===== config.mk =====
export PLATFORM = sky130hd
export DESIGN_NAME = short_preamble_seq
export DESIGN_NICKNAME = d
export VERILOG_FILES = /design/src/rtl/short_preamble_seq.sv
export SDC_FILE = /design/constraint.sdc
export NUM_CORES = 1
export LEC_CHECK = 0
export ABC_AREA = 1
export CAP_MARGIN = 40
export CORE_MARGIN = 2
export CORE_UTILIZATION = 49
export DETAILED_ROUTE_END_ITERATION = 10
export MAX_ROUTING_LAYER = met4
export PLACE_DENSITY = 0.85
export SYNTH_ARGS = -nofsm -noshare
export SYNTH_HDL_FRONTEND = slang
export SYNTH_SLANG_ARGS = --single-unit

===== constraint.sdc =====
create_clock -name clock -period 2.15 [get_ports clock]
set_input_delay 0.215 -clock clock [delete_from_list [all_inputs] [get_ports clock]]
set_output_delay 0.215 -clock clock [all_outputs]
set_load 0.01 [all_outputs]

===== src/rtl/short_preamble_seq.sv =====
// Short training field sequencer: walks the 16-entry preamble ROM
// NUM_REPS times and streams registered I/Q samples on valid/ready.
`timescale 1ns/1ps
module short_preamble_seq #(
  parameter int NUM_REPS = 10,
  parameter int DW       = 16,
  parameter int WINDOW   = 1
) (
  input  logic          clock,
  input  logic          reset,
  input  logic          start,
  input  logic          abort,
  output logic [3:0]    rom_addr,
  input  logic [DW-1:0] rom_i,
  input  logic [DW-1:0] rom_q,
  output logic [DW-1:0] out_i,
  output logic [DW-1:0] out_q,
  output logic          out_valid,
  input  logic          out_ready,
  output logic          out_last,
  output logic          busy,
  output logic          done
);

  typedef enum logic [1:0] {
    IDLE,
    RUN,
    DRAIN
  } state_t;

  localparam logic [3:0] REP_LAST = 4'(NUM_REPS - 1);

  state_t        state, state_n;
  logic [3:0]    rep, rep_n;
  logic [3:0]    addr_n;
  logic [DW-1:0] i_n, q_n;
  logic          valid_n, last_n;
  logic          load, fin, accept, first;

  assign load   = (state == RUN) &&
                  (!out_valid || out_ready);
  assign fin    = (rom_addr == 4'd15) &&
                  (rep == REP_LAST);
  assign accept = out_valid && out_ready;
  assign first  = (WINDOW != 0) && (rep == 4'd0) &&
                  (rom_addr == 4'd0);

  assign busy = (state != IDLE);
  assign done = (state == DRAIN) && accept && !abort;

  always_comb begin
    state_n = state;
    rep_n   = rep;
    addr_n  = rom_addr;
    i_n     = out_i;
    q_n     = out_q;
    valid_n = out_valid;
    last_n  = out_last;
    if (abort) begin
      state_n = IDLE;
      rep_n   = 4'd0;
      addr_n  = 4'd0;
      valid_n = 1'b0;
      last_n  = 1'b0;
    end else if (state == IDLE) begin
      if (start) begin
        state_n = RUN;
        rep_n   = 4'd0;
        addr_n  = 4'd0;
      end
    end else if (load) begin
      // Burst window edge: only the very first sample is halved
      if (first) begin
        i_n = {rom_i[DW-1], rom_i[DW-1:1]};
        q_n = {rom_q[DW-1], rom_q[DW-1:1]};
      end else begin
        i_n = rom_i;
        q_n = rom_q;
      end
      valid_n = 1'b1;
      addr_n  = rom_addr + 4'd1;
      if (rom_addr == 4'd15)
        rep_n = rep + 4'd1;
      if (fin) begin
        last_n  = 1'b1;
        state_n = DRAIN;
      end
    end else if (state == DRAIN && accept) begin
      valid_n = 1'b0;
      last_n  = 1'b0;
      state_n = IDLE;
    end
  end

  always_ff @(posedge clock) begin
    if (reset) begin
      state     <= IDLE;
      rep       <= 4'd0;
      rom_addr  <= 4'd0;
      out_i     <= '0;
      out_q     <= '0;
      out_valid <= 1'b0;
      out_last  <= 1'b0;
    end else begin
      state     <= state_n;
      rep       <= rep_n;
      rom_addr  <= addr_n;
      out_i     <= i_n;
      out_q     <= q_n;
      out_valid <= valid_n;
      out_last  <= last_n;
    end
  end

endmodule


==> flow_summary.json <==
{
  "core_area_mm2": 0.00444,
  "grt_usage": 0.231,
  "cts.clk_slew.worst_paths_ps": 80,
  "startpoint_type": "input pin",
  "fillers": 387,
  "ctsHtreeMaxLevel": 2,
  "endpoint_kind": "output port",
  "path_delay_family": "buffers and inverters",
  "netlist_area_mm2": 0.00230,
  "post_dp_cell_area_mm2": 0.00309,
  "grt_pass1_wl_mm": 9.27,
  "ys_seq_area_frac": 0.383,
  "drv_cap": 0,
  "fin_setup_tns_ps": 0,
  "layout-drive-gt1-share": 0.0384,
  "critPathBufInv": 2,
  "multi_input_area_mm2": 0.00115,
  "syn_avg_cell_area_um2": 6.69,
  "antenna_found_initial": 0,
  "cts_inserted_buffers": 5,
  "hpwl_mm": 3.95,
  "cts_buffer_depth": 2,
  "path_depth": 4,
  "io_pins": 77,
  "n_antenna_cell": 0,
  "drc": 0,
  "cts.sinks": 44,
  "critPathSlowestCell": "clkdlybuf4s50_1",
  "final_antenna_net_count": 0,
  "synth.distinct_cells": 20,
  "dieWidth_um": 72.5,
  "vdd_drop_max_uv": 456,
  "powerDensity_mw_per_mm2": 544,
  "yosysTopAreaCellShare": 0.383,
  "grt_max_degree": 63,
  "grt_pass1_vias": 2126,
  "start_util": 0.518,
  "layout_min_cycle_time_ps": 1830,
  "cp.required_ps": 1930,
  "cellLeakagePower_uw": 0.00149,
  "hp-class": "flop to flop",
  "synthCells": 344,
  "clkLatencyLatePin_ps": 300,
  "crit_chain": "clkdlybuf4s50_1 > nand4_1 > nor2_1 > clkdlybuf4s50_1",
  "grt-ovfl-total": 0,
  "area_delta_synth_final_pct": 38.4,
  "crit_fanout": 4,
  "critPathMostFrequentCell": "clkdlybuf4s50_1",
  "ff2ff_path_depth": 11,
  "port-buffer-count": 76,
  "finalInstanceArea_mm2": 0.00319,
  "vias": 2318,
  "post_drt_wl_per_cell_um": 11.7,
  "drt-initial-drc-count": 94,
  "fin_crit_sh": 0.853,
  "slew_headroom": 0.742,
  "critPathArrivalTime_ps": 1620,
  "rsz0062_at_grt": "no",
  "dieArea_mm2": 0.00526,
  "finalWirelength_mm": 5.47,
  "fin_skew_ps": 8.13,
  "synth_area_leader_cell": "dfxtp_1",
  "hold_depth": 2,
  "ys_ff_latch": 44,
  "avgViaCountPerCell": 4.94,
  "die_h_um": 72.5,
  "rows": 24,
  "cts_tree": "done",
  "firstDrtPassIters": 4,
  "yosys-top-cells-area": "dfxtp_1 (38%), nand2_1 (20%), o21a_1 (9.8%), nand3_1 (8.0%), inv_1 (8.0%)",
  "outcome": "finished clean",
  "worstSetupPathType": "input pin to output port",
  "syn_nets": 386,
  "cts_post_setup_buffers_inserted": 0,
  "ctsResizeCount": 0,
  "final_nets": 458,
  "hold_viol": 0,
  "cts-hold-fix-buffers": 0,
  "ys.warnings.count": 0,
  "slowest_delay_ps": 560,
  "cts_root_buf": "clkbuf_8",
  "drv_slew": 0,
  "tightest_slew_ps": 386,
  "setup_viol": 0,
  "register_area_um2": 881,
  "fmaxAchievable_mhz": 545,
  "gp_congestion": 0.830
}
-- layout by cell type, fill, tap and decap left out, drive strengths merged --
cell and n:
inv 50, clkbuf 7, nand2 122, nand4 2, xor2 1, a21boi 1, ha 5, a21oi 10
dfxtp 44, o21a 30, buf 4, nor2 21, o21ai 6, clkdlybuf4s50 76, nand3 37, clkinvlp 1
-- cells in the mapped netlist (all sizes together) --
cell type / number
xor2: 1
nand3: 37
dfxtp: 44
nor2: 21
o21ai: 6
nand4: 2
nand2: 122
clkbuf: 3
a21boi: 1
inv: 50
buf: 12
a21oi: 10
ha: 5
o21a: 30
-- power breakdown --
| group | internal, uW | switching [uW] |
|---|---|---|
| Combinational | 171 | 152 |
| Clock | 261 | 281 |
| Sequential | 848 | 17.9 |
-- metal layers --
metal  global-route usage  wire length [um]  vias up
met5                    -                 0        -
met4               0.0761                72        0
met3               0.0569               329        5
met2                0.403              2700       69
met1                0.258              2370     1031
li1                     -                 -     1213
-- logic make-up (layout without fill, tap and decap cells) --
logic type | count (synthesis) | after routing | share of synthesized area
DFF | 44 | 44 | 0.383
adders and majority gates | 5 | 5 | 0.0272
buffers and inverters | 65 | 138 | 0.119
xor gates and xnor gates | 1 | 1 | 0.00381
AOI/OAI and AO/OA | 47 | 47 | 0.136
and+or+nand+nor | 182 | 182 | 0.332
-- sequential cells by signal, summed over array words and instances, names as in the netlist --
name	count
out_i	16
out_last	1
out_q	16
out_valid	1
rep	4
rom_addr	4
state	2
-- stage by stage --
step	worst slack (ps)	cells	hold slack (ps)	utilization	power, uW
floorplan	793	344	350	-	1040
global placement	358	460	451	0.692	1200
detailed placement	315	461	460	0.696	1210
CTS	313	469	472	0.717	1750
global route	256	469	517	0.717	1820
finish	317	469	470	0.717	1730
-- path summary, 6_finish.rpt --
path / startpoint / end / slack, ps
worst max-delay path: out_ready / done / 320
worst min register to register: out_last / out_last / 470
worst min-delay path: out_last / out_last / 470
worst max register to register: rep[0] / out_i[7] / 500
-- cell type report --
class | count | share of cell area
Sequential cell | 44 | 0.277
Clock inverter | 1 | 0.00236
Tap cell | 52 | 0.0204
Clock buffer | 7 | 0.0271
Multi-Input combinational cell | 235 | 0.360
Inverter | 50 | 0.0589
Timing Repair Buffer | 80 | 0.255
-- worst reg2reg max path, cell delays in order, from the launching register on --
cell	delay [ps]
dfxtp_1	460
inv_1	80
ha_1	200
nand2_1	50
inv_1	30
nand3_1	70
inv_1	170
buf_8	220
nand2_1	70
nand3_1	60
nand2_1	80
inv_1	50
Power figures use the tool's default switching activity.
